[src/rtl/pll_lock_supervisor_if.sv]
// Signal bundle between the PLL lock supervisor and the PLL / system.
// The supervisor uses the master modport; the PLL/system side uses slave.
interface pll_lock_supervisor_if #(
  parameter int LOSS_W = 8
);
  // pll_rst/pll_lock form a level handshake: pll_rst high holds the PLL in reset,
  // and pll_lock is only trusted after two clk_in flops, never sampled raw.
  logic              pll_lock;
  logic              retry_req;
  logic              pll_rst;
  logic              sys_rst_n;
  logic              pll_ok;
  logic              pll_fail;
  logic [LOSS_W-1:0] loss_cnt;
  logic [2:0]        state_o;

  modport master (
    input  pll_lock, retry_req,
    output pll_rst, sys_rst_n, pll_ok, pll_fail, loss_cnt, state_o
  );

  modport slave (
    output pll_lock, retry_req,
    input  pll_rst, sys_rst_n, pll_ok, pll_fail, loss_cnt, state_o
  );
endinterface

[src/rtl/pll_lock_supervisor.sv]
// Sequences PLL reset and lock, releasing the system reset only after lock has
// been stable; retries relock a bounded number of times before flagging failure.
module pll_lock_supervisor #(
  parameter int RST_CYCLES    = 16,
  parameter int LOCK_TIMEOUT  = 4096,
  parameter int STABLE_CYCLES = 256,
  parameter int MAX_RETRY     = 3,
  parameter int LOSS_W        = 8
) (
  input  logic                   clk_in,
  input  logic                   rst_n,
  pll_lock_supervisor_if.master  bus
);

  localparam int CNT_MAX_A = (RST_CYCLES > LOCK_TIMEOUT) ? RST_CYCLES : LOCK_TIMEOUT;
  localparam int CNT_MAX   = (CNT_MAX_A > STABLE_CYCLES) ? CNT_MAX_A : STABLE_CYCLES;
  localparam int CNT_W     = (CNT_MAX > 1) ? $clog2(CNT_MAX) : 1;
  localparam int RETRY_W   = (MAX_RETRY > 0) ? $clog2(MAX_RETRY + 1) : 1;

  typedef enum logic [2:0] {
    S_RESET_PLL = 3'd0,
    S_WAIT_LOCK = 3'd1,
    S_STABLE    = 3'd2,
    S_RUN       = 3'd3,
    S_FAIL      = 3'd4
  } state_e;

  state_e              state_q, state_d;
  logic [CNT_W-1:0]    cnt_q, cnt_d;
  logic [RETRY_W-1:0]  retry_q, retry_d;
  logic [LOSS_W-1:0]   loss_cnt_q, loss_cnt_d;
  logic                sync1_q, lock_s_q;
  logic                pll_rst_q, pll_rst_d;
  logic                sys_rst_n_q, sys_rst_n_d;
  logic                pll_ok_q, pll_ok_d;
  logic                pll_fail_q, pll_fail_d;

  // Two-flop synchronizer; everything downstream decides on lock_s_q only.
  always_ff @(posedge clk_in or negedge rst_n) begin
    if (!rst_n) begin
      sync1_q  <= 1'b0;
      lock_s_q <= 1'b0;
    end else begin
      sync1_q  <= bus.pll_lock;
      lock_s_q <= sync1_q;
    end
  end

  always_ff @(posedge clk_in or negedge rst_n) begin
    if (!rst_n) begin
      state_q     <= S_RESET_PLL;
      cnt_q       <= '0;
      retry_q     <= '0;
      loss_cnt_q  <= '0;
      pll_rst_q   <= 1'b1;
      sys_rst_n_q <= 1'b0;
      pll_ok_q    <= 1'b0;
      pll_fail_q  <= 1'b0;
    end else begin
      state_q     <= state_d;
      cnt_q       <= cnt_d;
      retry_q     <= retry_d;
      loss_cnt_q  <= loss_cnt_d;
      pll_rst_q   <= pll_rst_d;
      sys_rst_n_q <= sys_rst_n_d;
      pll_ok_q    <= pll_ok_d;
      pll_fail_q  <= pll_fail_d;
    end
  end

  always_comb begin
    state_d    = state_q;
    retry_d    = retry_q;
    loss_cnt_d = loss_cnt_q;
    case (state_q)
      S_RESET_PLL: begin
        if (cnt_q == CNT_W'(RST_CYCLES - 1)) state_d = S_WAIT_LOCK;
      end
      S_WAIT_LOCK: begin
        // Lock arriving on the timeout edge wins over the timeout.
        if (lock_s_q) begin
          state_d = S_STABLE;
        end else if (cnt_q == CNT_W'(LOCK_TIMEOUT - 1)) begin
          if (retry_q == RETRY_W'(MAX_RETRY)) begin
            state_d = S_FAIL;
          end else begin
            retry_d = retry_q + 1'b1;
            state_d = S_RESET_PLL;
          end
        end
      end
      S_STABLE: begin
        if (!lock_s_q) begin
          state_d = S_WAIT_LOCK;
        end else if (cnt_q == CNT_W'(STABLE_CYCLES - 1)) begin
          state_d = S_RUN;
          retry_d = '0;
        end
      end
      S_RUN: begin
        if (!lock_s_q) begin
          state_d = S_RESET_PLL;
          if (loss_cnt_q != {LOSS_W{1'b1}}) loss_cnt_d = loss_cnt_q + 1'b1;
        end
      end
      S_FAIL: begin
        if (bus.retry_req) begin
          state_d = S_RESET_PLL;
          retry_d = '0;
        end
      end
      default: state_d = S_RESET_PLL;
    endcase

    cnt_d = (state_d != state_q) ? '0 : cnt_q + 1'b1;

    // Outputs are registered from the next state so they line up with state_o.
    pll_rst_d   = (state_d == S_RESET_PLL) || (state_d == S_FAIL);
    sys_rst_n_d = (state_d == S_RUN);
    pll_ok_d    = (state_d == S_RUN);
    pll_fail_d  = (state_d == S_FAIL);
  end

  assign bus.pll_rst   = pll_rst_q;
  assign bus.sys_rst_n = sys_rst_n_q;
  assign bus.pll_ok    = pll_ok_q;
  assign bus.pll_fail  = pll_fail_q;
  assign bus.loss_cnt  = loss_cnt_q;
  assign bus.state_o   = state_q;

endmodule
[src/flat_wrapper.sv]
// flat-port wrapper written by rule: the top's interface ports become plain ports
module pll_lock_supervisor_flat 
#(
  parameter int RST_CYCLES    = 16,
  parameter int LOCK_TIMEOUT  = 4096,
  parameter int STABLE_CYCLES = 256,
  parameter int MAX_RETRY     = 3,
  parameter int LOSS_W        = 8
)
  (clk_in, rst_n, bus_pll_lock, bus_retry_req, bus_pll_rst, bus_sys_rst_n, bus_pll_ok, bus_pll_fail, bus_loss_cnt, bus_state_o);
  pll_lock_supervisor_if #(.LOSS_W(LOSS_W)) bus_i ();
  input  logic clk_in;
  input  logic rst_n;
  input wire logic [$bits(bus_i.pll_lock)-1:0] bus_pll_lock;
  input wire logic [$bits(bus_i.retry_req)-1:0] bus_retry_req;
  output wire logic [$bits(bus_i.pll_rst)-1:0] bus_pll_rst;
  output wire logic [$bits(bus_i.sys_rst_n)-1:0] bus_sys_rst_n;
  output wire logic [$bits(bus_i.pll_ok)-1:0] bus_pll_ok;
  output wire logic [$bits(bus_i.pll_fail)-1:0] bus_pll_fail;
  output wire logic [$bits(bus_i.loss_cnt)-1:0] bus_loss_cnt;
  output wire logic [$bits(bus_i.state_o)-1:0] bus_state_o;
  assign bus_i.pll_lock = bus_pll_lock;
  assign bus_i.retry_req = bus_retry_req;
  assign bus_pll_rst = bus_i.pll_rst;
  assign bus_sys_rst_n = bus_i.sys_rst_n;
  assign bus_pll_ok = bus_i.pll_ok;
  assign bus_pll_fail = bus_i.pll_fail;
  assign bus_loss_cnt = bus_i.loss_cnt;
  assign bus_state_o = bus_i.state_o;
  pll_lock_supervisor #(.RST_CYCLES(RST_CYCLES), .LOCK_TIMEOUT(LOCK_TIMEOUT), .STABLE_CYCLES(STABLE_CYCLES), .MAX_RETRY(MAX_RETRY), .LOSS_W(LOSS_W)) u_core (.clk_in(clk_in), .rst_n(rst_n), .bus(bus_i));
endmodule
[config.mk]
export PLATFORM = sky130hd
export DESIGN_NAME = pll_lock_supervisor_flat
export DESIGN_NICKNAME = d
export VERILOG_FILES = /design/src/rtl/pll_lock_supervisor_if.sv /design/src/rtl/pll_lock_supervisor.sv /design/src/flat_wrapper.sv
export SDC_FILE = /design/constraint.sdc
export NUM_CORES = 1
export LEC_CHECK = 0
export ABC_CLOCK_PERIOD_IN_PS = 2100
export CAP_MARGIN = 40
export CORE_UTILIZATION = 54
export DETAILED_ROUTE_END_ITERATION = 8
export HOLD_SLACK_MARGIN = 0.08
export PLACE_DENSITY_LB_ADDON = 0.12
export SYNTH_ARGS = -nofsm -noshare
export SYNTH_HDL_FRONTEND = slang
export SYNTH_SLANG_ARGS = --single-unit
export TNS_END_PERCENT = 50
[constraint.sdc]
create_clock -name clk_in -period 2.1 [get_ports clk_in]
set_input_delay 0.315 -clock clk_in [delete_from_list [all_inputs] [get_ports clk_in]]
set_output_delay 0.315 -clock clk_in [all_outputs]
set_load 0.005 [all_outputs]
# --- Word-level counts from Yosys, hierarchy flattened ---
# Cells that the tools add are included.
word_totals:
  mem_count: 0
  ff_bits: 30
  rom_bits: 0
  latchBits: 0
  in_bits: 4
  ramBits: 0
  out_inout_bits: 15
op_classes:
  n_mux: 17
  reduce_logical: 6
  eq_ne: 18
  n_bitwise: 1
  shifts: 0
  n_div: 0
  n_mul: 0
  n_lt_le_gt_ge: 0
  n_addsub: 3
op_table:
  columns: ["cell", "count"]
  rows:
  - ["$mux W3", 8]
  - ["$pmux W3 S5", 1]
  - ["$add A12 B1 Y12 const B", 1]
  - ["$eq A12 B12 Y1 const B", 1]
  - ["$eq A12 B4 Y1 const B", 1]
  - ["$eq A12 B8 Y1 const B", 1]
  - ["$mux W12", 1]
  - ["$mux W2", 6]
  - ["$eq A3 B2 Y1 const B", 3]
  - ["$add A8 B1 Y8 const B", 1]
  - ["$ne A8 B8 Y1 const B", 1]
  - ["$reduce_and A7 Y1", 1]
  - ["$eq A3 B3 Y1 const B", 2]
  - ["$logic_not A3 Y1", 2]
  - ["$ne A2 B1 Y1 const B", 3]
  - ["$ne A2 B2 Y1 const B", 3]
  - ["$pmux W2 S3", 1]
  - ["$eq A3 B1 Y1 const B", 1]
  - ["$ne A3 B3 Y1", 1]
  - ["$reduce_and A3 Y1", 1]
  - ["$reduce_bool A3 Y1", 1]
  - ["$add A2 B1 Y2 const B", 1]
  - ["$eq A2 B2 Y1 const B", 1]
  - ["$logic_or A1 B1 Y1", 1]
  - ["$not A1 Y1", 1]

# --- Depth between registers and ports, before layout ---
# Gate-level depths: netlist of the first run.
depth:
  depth_word: 7
  ltp_mapped: 7
  ltp_nobuf: 6

# --- Worst setup path after synthesis of the first run ---
# OpenSTA, ideal clock, no wires.
synth_path:
  path_kind: "register -> register"
  from: "register u_core.cnt_q[0]"
  to: "register u_core.cnt_q[11]"
  required_time_ns: 2.029
  synth_period_minus_slack_ns: 1.658
  path_stages_with_launch: 8
  slack_ns: 0.442
  arrival_ns: 1.587
  path_buffers: 1
  path_cell_list: "dfrtp_1 -> ha_1 -> and4_1 -> nand4_1 -> o21ai_2 -> o32a_1 -> buf_6 -> nor2_1"
synth_via:
  elab_chain_len: 6
  word_cells_on_any_way: 12
synth_rtl:
  columns: ["item", "line_no", "rtl"]
  rows:
  - ["start, declared", "pll_lock_supervisor.sv:29", "logic [CNT_W-1:0] cnt_q, cnt_d;"]
  - ["start signal, assigned", "pll_lock_supervisor.sv:61", "cnt_q <= cnt_d;"]
  - ["$eq A12 B8 Y1 or $eq A12 B12 Y1 (tied branches)", "pll_lock_supervisor.sv:95, pll_lock_supervisor.sv:83", null]
  - ["$mux W3, on equally long branches", "pll_lock_supervisor.sv:95, pll_lock_supervisor.sv:83", null]
  - ["$mux W3, on equally long branches", "pll_lock_supervisor.sv:93, pll_lock_supervisor.sv:81", null]
  - ["$pmux W3 S5", "pll_lock_supervisor.sv:75", "case (state_q)"]
  - ["$ne A3 B3 Y1", "pll_lock_supervisor.sv:115", "cnt_d = (state_d != state_q) ? '0 : cnt_q + 1'b1;"]
  - ["$mux W12 *", "pll_lock_supervisor.sv:115", null]
  - ["net u_core.cnt_d[11]", "pll_lock_supervisor.sv:29", null]
# Mark *: on every way through the listed nets, which the timed path passes. The rest lies on a longest branch.
# A chain may end at the register's enable or synchronous reset.

# --- Final worst setup path of the first run ---
layout_path:
  from: "register u_core.cnt_q[0]"
  to: "register u_core.cnt_q[4]"
# Same word-level chain as after synthesis.

==> results of run 1 <==
area by class of cell:
class / count / area share
Clock inverter: 2 / 0.00708
Sequential cell: 30 / 0.425
Timing Repair Buffer: 22 / 0.119
Multi-Input combinational cell: 101 / 0.392
Inverter: 3 / 0.00637
Tap cell: 30 / 0.0212
Clock buffer: 6 / 0.0290
path summary, 6_finish.rpt:
kind / from / end / slack [ns] / depth (start not counted)
worst max-delay path: u_core.cnt_q[0] / u_core.cnt_q[4] / 0.18 / 6
worst min-delay path: rst_n / u_core.bus.pll_fail / 0.35 / 2
worst max register to register: u_core.cnt_q[0] / u_core.cnt_q[4] / 0.18 / 6
worst min register to register: u_core.sync1_q / u_core.lock_s_q / 0.36 / 0
max in group asynchronous: rst_n / u_core.bus.pll_rst / 1.43 / 2
min in group clk_in: u_core.sync1_q / u_core.lock_s_q / 0.36 / 0
stage by stage:
step / instances / power (mW) / setup WS, ns
finish: 194 / 1.59 / 0.183
global route: 194 / 1.70 / 0.0354
CTS: 194 / 1.61 / 0.175
detailed placement: 186 / 1.24 / 0.156
global placement: 186 / 1.23 / 0.242
floorplan: 139 / 1.12 / 0.442
power by group:
part | total [mW] | switching (mW) | internal [mW]
clock | 0.362 | 0.202 | 0.161
sequential | 0.745 | 0.0798 | 0.665
combinational | 0.485 | 0.250 | 0.234
total | 1.59 | 0.532 | 1.06
placed cells by master (no fill, tap or decap), drive strengths merged, types with 4 or more instances in the layout:
cell,netlist,layout
dfrtp,29,29
nor2,22,22
clkdlybuf4s50,0,18
nand3,11,11
xor2,9,9
xnor2,9,9
nand2,7,7
clkbuf,0,6
and4,4,4
nand4,4,4
buf,5,4
per-layer routing:
| layer | part of all wire | up-vias |
|---|---|---|
| li1 | - | 533 |
| met2 | 0.48 | 19 |
| met4 | 0.015 | 0 |
| met5 | 0 | - |
| met1 | 0.47 | 516 |
| met3 | 0.037 | 7 |
cells by family (layout without fill, tap and decap cells):
group           after synthesis  in the layout
compound gates               11             11
xor+xnor                     18             18
fa+ha+maj                     3              3
buf+inv                       8             33
flops                        30             30
mux                           3              3
simple gates                 66             66
registers in the layout (all words and copies together), names as in the netlist:
signal / count
u_core.bus.loss_cnt: 8
u_core.bus.sys_rst_n: 1
u_core.retry_q: 2
u_core.sync1_q: 1
u_core.lock_s_q: 1
u_core.bus.state_o: 3
u_core.bus.pll_rst: 1
u_core.cnt_q: 12
u_core.bus.pll_fail: 1
critical path, stage by stage, from the launching register on:
cell     delay (ns)
dfrtp_1        0.40
ha_1           0.24
and4_1         0.26
nand4_1        0.18
o21ai_2        0.26
o32a_1         0.38
nor2_1         0.09
==> results.md, run 1 <==
* CP Launch Type: flop
* Max-Cap Viols at 0
* DR pass1 iterations at 4
* Kind of critical path: flop to flop
* Core Area at 0.00254 mm^2
* Synth cell types at 37
* Via density at 5.54
* Syn_area_per_cell at 10.8 um^2
* Num CTS Buffers at 5
* Synthesized instance count at 139
* Min Tclk post-route at 1.92 ns
* Xor-xnor portion of the synthesized cell area at 0.105
* F_max at 522 MHz
* Layout cell share with drive strength beyond 1 at 0.122
* Slew headroom at 0.753
* Hold_ws at 0.350 ns
* Min-delay worst type: input pin to async pin
* Worst EP arrival at 2.12 ns
* Die height at 54.8 um
* Yosys top cell area share at 0.483
* Worst EP required at 2.30 ns
* Largest net degree at the start of global routing at 31
* Synth Area in Compound Gates at 0.0616
* Leak at 0.781 nW
* Remaining routing DRC violations at 0
* Gpl congestion at 0.890
* Cell row count at 18
* Worst Setup End Kind: flop
* Post-Syn Area at 0.00150 mm^2
* CTS clock-pin slew for the worst setup and hold paths at 0.11 ns
* Max-slew violation total from the final report at 0
* Fraction of the cycle the final worst path needs at 0.913
* Largest family of logic cells by synthesized area: simple AND/OR/NAND/NOR gates
* Clock tree buffer depth at 2
* Die width at 54.8 um
* Placed cell areas at 0.00170 mm^2
* Top FF cell, synth: dfrtp_1
* Clk root buf: clkbuf_4
* Global Route met3 Usage at 0.0750
* Vias in the first global route at 987
* Average wire per standard cell at 13.8 um
* Register area at 752 um^2
* Post-route design area at 0.00177 mm^2
* Most Crowded Layer GR: met2
* Synthesis warning total at 0
* Worst Path Max Fanout at 9
* Tot GR Track Use at 0.218
* Count leader, synth: dfrtp_1
* Fraction of registers with async set or reset after synthesis at 1.00
* Adder-cell area share of the yosys netlist at 0.0250
* Cts hold-fix bufs at 0
* Post-CTS sizing at 0
* Die ar. at 0.00300 mm^2
* Hpwl dp at 1940 um
* Sink Count at 30
* Area contributors post-synth: dfrtp_1 48%, nor2_1 5.5%, xnor2_1 5.2%
* Final Util at 0.695
* Sequential share of the synthesized area at 0.500
* Clk_lat worst skew at 0.33 ns
* Routed Antenna Nets at 0
* Post CTS Setup Buffer Count at 0
* # H-tree levels at 2
* Mapped Nets at 146
* Port Buffers at 18
* Final setup TNS at 0 ns
* Largest area contributor in the netlist: dfrtp_1
* PwrDens at 900 mW/mm^2
* Peak VDD IR at 0.707 mV
* Final Setup Violations at 0
* Clk_skew at 0.0142 ns
* Routed Wire Length at 2670 um
* Fillers at 212
* Iter 0 DRT Violations at 8
* Number of synthesized flops with an enable pin at 0
* Fin nets at 170
* GRT Residual Overflow at 0
* IO Count at 19
* Starting Density at 0.590
* Multi-input combinational cell area at 693 um^2
* Met2 GRT Util at 0.345
* RSZ-0062 raised after global routing: false
* Post-synthesis simple-gate area fraction at 0.247
* N_diodes at 0
* First-pass GRT wire length at 4430 um
* Endpoints failing hold at 0
* Worst slew pin tran at 0.371 ns
* Synth-to-Final Area Change at 17.7%
* CTS tree: built
* Total number of vias at 1075
* Multiplexer share of the synthesized area at 0.0225
* Antenna violations before repair at 0
* Seq cells post-synth at 30
* Status: complete, no violations
* M1 GR Usage at 0.274
* Synth cell count leaders: 29 x dfrtp_1, 22 x nor2_1, 11 x nand3_1
Note: power is estimated with default switching activity, not from simulation.
==> run 2, diff against run 1 <==
--- a/config.mk
+++ b/config.mk
@@ -5,9 +5,9 @@
 export SDC_FILE = /design/constraint.sdc
 export NUM_CORES = 1
 export LEC_CHECK = 0
-export ABC_CLOCK_PERIOD_IN_PS = 2100
+export ABC_CLOCK_PERIOD_IN_PS = 1620
 export CAP_MARGIN = 40
-export CORE_UTILIZATION = 54
+export CORE_UTILIZATION = 49
 export DETAILED_ROUTE_END_ITERATION = 8
 export HOLD_SLACK_MARGIN = 0.08
 export PLACE_DENSITY_LB_ADDON = 0.12
==> constraint.sdc (replaced) <==
create_clock -name clk_in -period 1.62 [get_ports clk_in]
set_input_delay 0.243 -clock clk_in [delete_from_list [all_inputs] [get_ports clk_in]]
set_output_delay 0.243 -clock clk_in [all_outputs]
set_load 0.005 [all_outputs]
==> run 2 against run 1 <==
Against the previous run: the run now ends with design-rule violations, negative setup slack left; die area is 9.8% higher; register-to-register slack worse by 0.31 ns; routed wire length grew 32%; combinational power increased by 130%; sequential share of layout area fell by 8.2 points; utilization up 8.4 points; cell area is 25% higher; total power up 73%; hold slack lost 0.062 ns; maximum frequency rose by 9.8%; flip-flop and latch count stayed put; first-iteration DRC count increased to 5.9 times the previous value; critical path type unchanged; critical endpoint is now u_core.cnt_q[5].
==> results.md, run 2 (synthesis gave the netlist of run 1 again) <==
* Die width at 57.4 um
* Hpwl dp at 2170 um
* Num CTS Buffers at 5
* Gpl congestion at 0.802
* CTS tree: built
* Cts hold-fix bufs at 0
* Vias in the first global route at 1303
* Worst EP arrival at 2.01 ns
* Synth-to-Final Area Change at 46.5%
* Cell row count at 19
* RSZ-0062 raised after global routing: true
* Worst Path Max Fanout at 7
* Starting Density at 0.531
* PnR Total Power at 2.75 mW
* CTS clock-pin slew for the worst setup and hold paths at 0.10 ns
* Commonest non-fill, non-tap cell in the layout: buf_4
* First-pass GRT wire length at 5990 um
* Status: finished with violations
* Layout cell share with drive strength beyond 1 at 0.386
* Worst Setup End Kind: flop
* Top reg by flops: u_core.cnt_q
* Average wire per standard cell at 15.1 um
* Core Area at 0.00283 mm^2
* Most frequent cells in the layout: 37 x buf_4, 26 x dfrtp_1, 15 x clkdlybuf4s50_1
* # H-tree levels at 2
* Max-slew violation total from the final report at 0
* GRT Residual Overflow at 0
* Fraction of the cycle the final worst path needs at 1.08
* Remaining routing DRC violations at 3
* Largest register FFs at 12
* Leak at 1.00 nW
* Peak VDD IR at 0.887 mV
* PwrDens at 1250 mW/mm^2
* Slew headroom at 0.747
* Sink Count at 30
* IO Count at 19
* Clk_lat worst skew at 0.33 ns
* Clk_skew at 0.00955 ns
* Fillers at 195
* Largest stage delay, worst path at 0.48 ns
* Final setup TNS at -1.08 ns
* Fin nets at 208
* Largest net degree at the start of global routing at 31
* N_diodes at 0
* Final worst slack at -0.126 ns
* Clock tree buffer depth at 2
* Min-delay worst type: input pin to async pin
* Iter 0 DRT Violations at 47
* Via density at 5.56
* Endpoints failing hold at 0
* Antenna violations before repair at 0
* Worst EP required at 1.88 ns
* Final Setup Violations at 12
* CP max-delay cell: dfrtp_2
* Max-Cap Viols at 0
* Routed Antenna Nets at 0
* Min Tclk post-route at 1.75 ns
* Die ar. at 0.00329 mm^2
* F_max at 573 MHz
* CP Launch Type: flop
* Total number of vias at 1295
* Violated checks: design-rule violations, negative setup slack
* Kind of critical path: flop to flop
* Crit path cell chain: buf_4, o21bai_1, a2bb2oi_2, o21ai_2, o32a_1, buf_6, nor2_1
* DR pass1 iterations at 7
* Tot GR Track Use at 0.244
* Die height at 57.4 um
* Port Buffers at 18
* Routed Wire Length at 3520 um
* Clk root buf: clkbuf_4
* Worst slew pin tran at 0.380 ns
run 2: area by class of cell:
cell class              count  area (um^2)  area share
clock buffers               7         55.1      0.0250
clock inverters             1         30.0      0.0136
inverters                   3         11.3     0.00511
multi-input cells         101          796       0.361
flip-flops and latches     30          756       0.343
well taps                  31         38.8      0.0176
repair buffers             60          515       0.234
run 2: worst max-delay path: cells and delay by family (launching register included):
family                 cells  cell delay [ns]
AOI/OAI and AO/OA          4             0.79
buffers and inverters      2             0.32
DFF                        1             0.48
and+or+nand+nor            1             0.09
run 2: what timing repair did:
item | in CTS | in global routing
endpoints found under the hold margin | 0 | 0
pin swaps | 8 | 9
endpoints found under the setup margin | 15 | 20
setup buffers | 11 | 3
gates resized for setup | 16 | 18
run 2: metal layers:
| layer | global-route usage | vias to the layer above | part of all wire |
|---|---|---|---|
| li1 | - | 616 | - |
| met1 | 0.299 | 626 | 0.44 |
| met2 | 0.397 | 42 | 0.49 |
| met3 | 0.0726 | 11 | 0.042 |
| met4 | 0.115 | 0 | 0.028 |
| met5 | 0 | - | 0 |
run 2: power breakdown:
group / internal [mW] / total (mW) / switching (mW)
clock: 0.368 / 0.625 / 0.257
combinational: 0.641 / 1.13 / 0.491
sequential: 0.863 / 0.992 / 0.129
total: 1.87 / 2.75 / 0.877
run 2: worst paths after layout:
kind	start	to	slack, ns	depth (start not counted)
max	u_core.bus.state_o[2]	u_core.cnt_q[5]	-0.13	7
min in group clk_in	bus_pll_lock	u_core.sync1_q	0.33	1
min	rst_n	u_core.cnt_q[1]	0.29	2
max in group asynchronous	rst_n	u_core.bus.pll_rst	1.02	2
max reg2reg	u_core.bus.state_o[2]	u_core.cnt_q[5]	-0.13	7
min reg2reg	u_core.sync1_q	u_core.lock_s_q	0.36	0
run 2: through the flow:
step	std cells	worst slack, ns	hold WS (ns)	util	instance area, um^2
6_report	233	-0.126	0.288	0.778	2200
5_1_grt	233	-0.218	0.329	0.778	2200
4_1_cts	230	-0.0994	0.283	0.748	2120
3_5_place_dp	211	-0.120	0.338	0.669	1890
3_3_place_gp	211	-0.112	0.337	0.669	1890
2_1_floorplan	139	0.0114	-0.0526	-	1510
==> run 3, diff against run 2 <==
--- a/config.mk
+++ b/config.mk
@@ -5,12 +5,14 @@
 export SDC_FILE = /design/constraint.sdc
 export NUM_CORES = 1
 export LEC_CHECK = 0
-export ABC_CLOCK_PERIOD_IN_PS = 1620
+export ABC_CLOCK_PERIOD_IN_PS = 2200
 export CAP_MARGIN = 40
-export CORE_UTILIZATION = 49
+export CORE_UTILIZATION = 58
 export DETAILED_ROUTE_END_ITERATION = 8
 export HOLD_SLACK_MARGIN = 0.08
 export PLACE_DENSITY_LB_ADDON = 0.12
+export RECOVER_POWER = 25
+export SLEW_MARGIN = 10
 export SYNTH_ARGS = -nofsm -noshare
 export SYNTH_HDL_FRONTEND = slang
 export SYNTH_SLANG_ARGS = --single-unit
==> constraint.sdc (replaced) <==
create_clock -name clk_in -period 2.2 [get_ports clk_in]
set_input_delay 0.33 -clock clk_in [delete_from_list [all_inputs] [get_ports clk_in]]
set_output_delay 0.33 -clock clk_in [all_outputs]
set_load 0.005 [all_outputs]
==> run 3 against run 2 <==
Against the previous run: the flow now finishes without violations; cell area shrank 18%; maximum frequency shrank 8.4%; total power shrank 36%; via count shrank 16%; sequential share of layout area grew 7.2 points; combinational power shrank 59%; die area shrank 15%; critical endpoint is now u_core.cnt_q[3]; largest cell class is now sequential cells; highest routed layer unchanged.
==> results.md, run 3 (synthesis gave the netlist of run 1 again) <==
* Status: complete, no violations
* Critical path endpoint: u_core.cnt_q[3]
* Slew headroom at 0.513
* CP max-delay cell: dfrtp_1
* Layout cell share with drive strength beyond 1 at 0.122
* Leak at 0.805 nW
* Worst Reg2Reg Path Length in Cells at 6
* Num CTS Buffers at 5
* Die height at 52.9 um
* Clock tree buffer depth at 2
* Most frequent cells in the layout: 29 x dfrtp_1, 22 x nor2_1, 16 x clkdlybuf4s50_1
* Placed cell areas at 0.00170 mm^2
* Die ar. at 0.00280 mm^2
* Iter 0 DRT Violations at 14
* Endpoints failing hold at 0
* Worst slew pin tran at 0.730 ns
* Fin nets at 170
* Vias in the first global route at 1006
* Fillers at 194
* Register area at 752 um^2
* Sink Count at 30
* Largest stage delay, worst path at 0.40 ns
* Crit path depth at 6
* Routed Antenna Nets at 0
* Crit path buffers/inverters at 0
* Cell row count at 18
* Final Util at 0.739
* Crit path cell chain: ha_1, and4_1, nand4_1, o21ai_2, o32a_1, nor2_1
* Post CTS Setup Buffer Count at 0
* Cts hold-fix bufs at 0
* Commonest non-fill, non-tap cell in the layout: dfrtp_1
* Crit Reg-Reg Startpoint: u_core.cnt_q[0]
* PnR Total Power at 1.75 mW
* Starting Density at 0.612
* Clk root buf: clkbuf_4
* Core Area at 0.00245 mm^2
* Final Setup Violations at 0
* Post-CTS sizing at 0
* Multi-input combinational cell area at 693 um^2
* Tot GR Track Use at 0.227
* DR pass1 iterations at 4
* Top Family by Delay on Critical Path: compound AO/OA/AOI/OAI gates
* Antenna violations before repair at 0
* Clk_lat worst skew at 0.34 ns
* Max-slew violation total from the final report at 0
* Die width at 52.9 um
* Via density at 5.58
* Worst Path Max Fanout at 9
* RSZ-0062 raised after global routing: false
* Port Buffers at 18
* Kind of critical path: flop to flop
* Max-Cap Viols at 0
* Largest register FFs at 12
* Final setup TNS at 0 ns
* N_diodes at 0
* Fraction of the cycle the final worst path needs at 0.866
* CTS clock-pin slew for the worst setup and hold paths at 0.09 ns
* Post-route design area at 0.00181 mm^2
* FF-to-FF setup slack at 0.29 ns
* Peak VDD IR at 0.939 mV
* Synth-to-Final Area Change at 20.6%
* Worst EP arrival at 2.11 ns
* Worst slack at placement at 0.254 ns
* Gpl congestion at 0.878
* Routed Wire Length at 2620 um
* CP Launch Type: flop
* First-pass GRT wire length at 4400 um
* IO Count at 19
* Remaining routing DRC violations at 0
* F_max at 525 MHz
* Critical Path Source: u_core.cnt_q[0]
* Hpwl dp at 1900 um
* Top reg by flops: u_core.cnt_q
* Hold_ws at 0.355 ns
* # H-tree levels at 2
* Worst Setup End Kind: flop
* Total number of vias at 1083
* Clk_skew at 0.0118 ns
* Min Tclk post-route at 1.91 ns
* Min-delay worst type: flop to flop
* FF-to-FF End: u_core.cnt_q[3]
* Average wire per standard cell at 13.5 um
* GRT Residual Overflow at 0
* Dpl cells at 186
* Largest net degree at the start of global routing at 31
* Final worst slack at 0.294 ns
* CTS tree: built
* Post-Layout Cell Count at 194
* PwrDens at 967 mW/mm^2
* Worst EP required at 2.41 ns
## run 3: area by class of cell
class	instances	share of cell area
Sequential cell	30	0.415
Multi-Input combinational cell	101	0.382
Timing Repair Buffer	22	0.115
Clock inverter	2	0.0331
Clock buffer	6	0.0283
Tap cell	30	0.0207
Inverter	3	0.00621
## run 3: worst reg2reg max path: stages (launching register included)
cell and delay [ns]:
dfrtp_1 0.40, ha_1 0.24, and4_1 0.27, nand4_1 0.17
o21ai_2 0.23, o32a_1 0.38, nor2_1 0.09
## run 3: how the worst min path moves through the flow
stage	start	endpoint	slack, ns	depth (start not counted)
floorplan	rst_n	u_core.bus.loss_cnt[0]	0.03	0
global placement	u_core.sync1_q	u_core.lock_s_q	0.33	0
detailed placement	u_core.sync1_q	u_core.lock_s_q	0.34	0
CTS	u_core.sync1_q	u_core.lock_s_q	0.36	0
global route	u_core.sync1_q	u_core.lock_s_q	0.37	0
finish	u_core.sync1_q	u_core.lock_s_q	0.36	0
## run 3: report_power, final
part / internal, mW / total, mW / switching, mW / leakage (nW)
sequential: 0.635 / 0.712 / 0.0780 / 0.402
combinational: 0.223 / 0.462 / 0.239 / 0.345
clock: 0.385 / 0.578 / 0.193 / 0.0585
## run 3: routing by layer
layer  part of all wire  up-vias  track usage
met1               0.46      519        0.275
met3              0.047        6       0.0948
met2               0.47       21        0.352
met5                  0        -            0
met4              0.022        0       0.0965
li1                   -      537            -
==> patch (flow settings as in run 1) <==
`STABLE_CYCLES` is set to 256 in 2 places; all go to 128.
--- a/src/rtl/pll_lock_supervisor.sv
+++ b/src/rtl/pll_lock_supervisor.sv
@@ -5,3 +5,3 @@
   parameter int LOCK_TIMEOUT  = 4096,
-  parameter int STABLE_CYCLES = 256,
+  parameter int STABLE_CYCLES = 128,
   parameter int MAX_RETRY     = 3,
--- a/src/flat_wrapper.sv
+++ b/src/flat_wrapper.sv
@@ -5,3 +5,3 @@
   parameter int LOCK_TIMEOUT  = 4096,
-  parameter int STABLE_CYCLES = 256,
+  parameter int STABLE_CYCLES = 128,
   parameter int MAX_RETRY     = 3,
Formal check against the unedited RTL: no difference found for any inputs over 10 cycles, from zero or initial values and one cycle with rst_n low; that may be too few to reach the edited logic, so the function may still have changed.
==> patch against run 1 <==
The flow now finishes with violations (negative setup slack). Wire length rose by 8.7%. Sequential power increased by 4.2%. Design area rose by 7.0%. Sequential cell count stayed put. Utilization grew 4.9 points. Synthesized area is 0.50% lower. Non-clock buffer count is 12 higher. Worst setup slack got worse by 0.24 ns. Critical endpoint is now u_core.cnt_q[1]$_DFF_PN0_. Hold slack better by 0.012 ns. Total power up 16%. Largest power group unchanged.
==> patch: results (changes against run 1) <==
GRT:
- The global-route usage over all layers was 23.4% (+1.6 points).
- The wire length of the first global-routing pass is 4.78 mm (+7.9%).
- The number of global-route vias before repair came to 1117 (+13%).
- The largest net degree at the start of global routing is 31 (unchanged).

Placed design:
- The number of placed instances, taps included was 199 (+7.0%).
- The global placer's final weighted congestion is 0.836 (-6.2%).
- The cell area reported after detailed placement is 0.00177 sq mm (+4.0%).

STA:
- The final worst setup slack was -0.0568 ns (-0.240 ns).
- The worst slew margin relative to its limit is 69.7% (-5.6 points).
- The worst hold-check slack is 0.362 ns (+0.0119 ns).
- The final count of negative-setup-slack endpoints is 12 (+12).
- The setup skew after layout is 0.00826 ns (-0.00594 ns).

Finish:
- The filler cell count came to 180 (-15%).
- The fraction of final layout cells sized beyond drive strength 1 came to 21.7% (+9.5 points).
- The post-layout net count was 186 (+9.4%).

Critical path:
- The top fanout value on the critical path came to 4 (-5).
- The critical path ends at u_core.cnt_q[1]$_DFF_PN0_.
- The worst register-to-register path ends at u_core.cnt_q[1]$_DFF_PN0_.
- The endpoint arrival time on the critical path is 2.39 ns (+0.27 ns).

Run status:
- The flow ran to the end, but the final reports show violations.
- The final reports fail on negative setup slack.

Clock tree:
- The total of cells resized after clock tree synthesis is 1 (+1).
- Clock-pin slew was measured on the worst setup and hold paths at 0.10 ns.
- The number of buffers added for setup after CTS is 1 (+1).

Logic synthesis:
- The net count after synthesis was 151 (+3.4%).
- The count of different cell masters after synthesis came to 41 (+11%).
- In the synthesized netlist, the cells that appear most often are dfrtp_1, nor2_1, xor2_1.
- After synthesis, the cell types taking the most area are dfrtp_1, nor2_1, xor2_1.
- The average size of a mapped cell is 10.4 sq um (-4.0%).
- The fraction of the yosys area taken by sequential cells came to 50.3% (+0.25 points).

Pwr:
- The leakage dissipation is 0.000855 uW (+9.5%).
- The power dissipated by switching net loads is 624 uW (+17%).
- The worst-case vdd ir drop is 0.000699 V (-1.1%).

Drt:
- The post-detailed-route wirelength per cell was 13.8 microns (+0.37%).
- The final wirelength came to 2.90 mm (+8.7%).
- The DRC violation total after the first TritonRoute iteration is 12 (+4).
[patch: cell types whose count changed after synthesis, sizes merged, moves of 2 or more]
cell	before	now
mux2i	0	2
nand2	7	5
nand2b	3	1
nand3	11	8
o22ai	2	0
and4	4	2
xor2	9	11
nand4b	2	0
nor2	22	29
[patch: logic make-up after synthesis]
kind of cell               count (synthesis)  share of synthesized area [%]
AOI/OAI and AO/OA                          9                           5.19
xor gates and xnor gates                  20                           11.7
adders and majority gates                  3                           2.51
buffers and inverters                     10                           3.51
DFF                                       30                           50.3
muxes                                      5                           3.60
and+or+nand+nor                           67                           23.2
[patch: cell type report]
type | count | share of cell area, %
clock buffer | 6 | 2.71
clock inverter | 2 | 0.661
inverter | 4 | 0.794
multi-input combinational | 104 | 38.2
sequential | 30 | 39.7
tap | 30 | 1.98
timing repair buffer | 34 | 15.9
[patch: through the flow]
stage               setup TNS [ns]  setup WS, ns  util, %
floorplan                        0        0.0188        -
global placement                 0        0.0347     69.7
detailed placement         -0.0219       -0.0219     69.7
CTS                       -0.00680      -0.00680     72.6
global route                -0.472       -0.0601     74.3
finish                      -0.163       -0.0568     74.3
[patch: worst max-delay path, stage by stage, from the launching register on]
cell	delay, ns
dfrtp_1	0.40
or4_4	0.54
or3_4	0.34
o211ai_2	0.21
mux2i_1	0.23
buf_4	0.15
and2b_2	0.21
[patch: routing by layer]
layer  vias to the layer above  track usage [%]  routed length [microns]
met1                       577             27.8                     1310
li1                        566                -                        -
met3                         6             7.50                       96
met5                         -                0                        0
met2                        20             39.0                     1460
met4                         0             8.97                       41
[patch: power groups by stage]
stage / logic (uW) / registers [uW] / clock network [uW]
global route: 784 / 791 / 401
detailed placement: 661 / 784 / 0
CTS: 685 / 772 / 377
finish: 706 / 776 / 371
global placement: 628 / 775 / 0
floorplan: 423 / 773 / 0
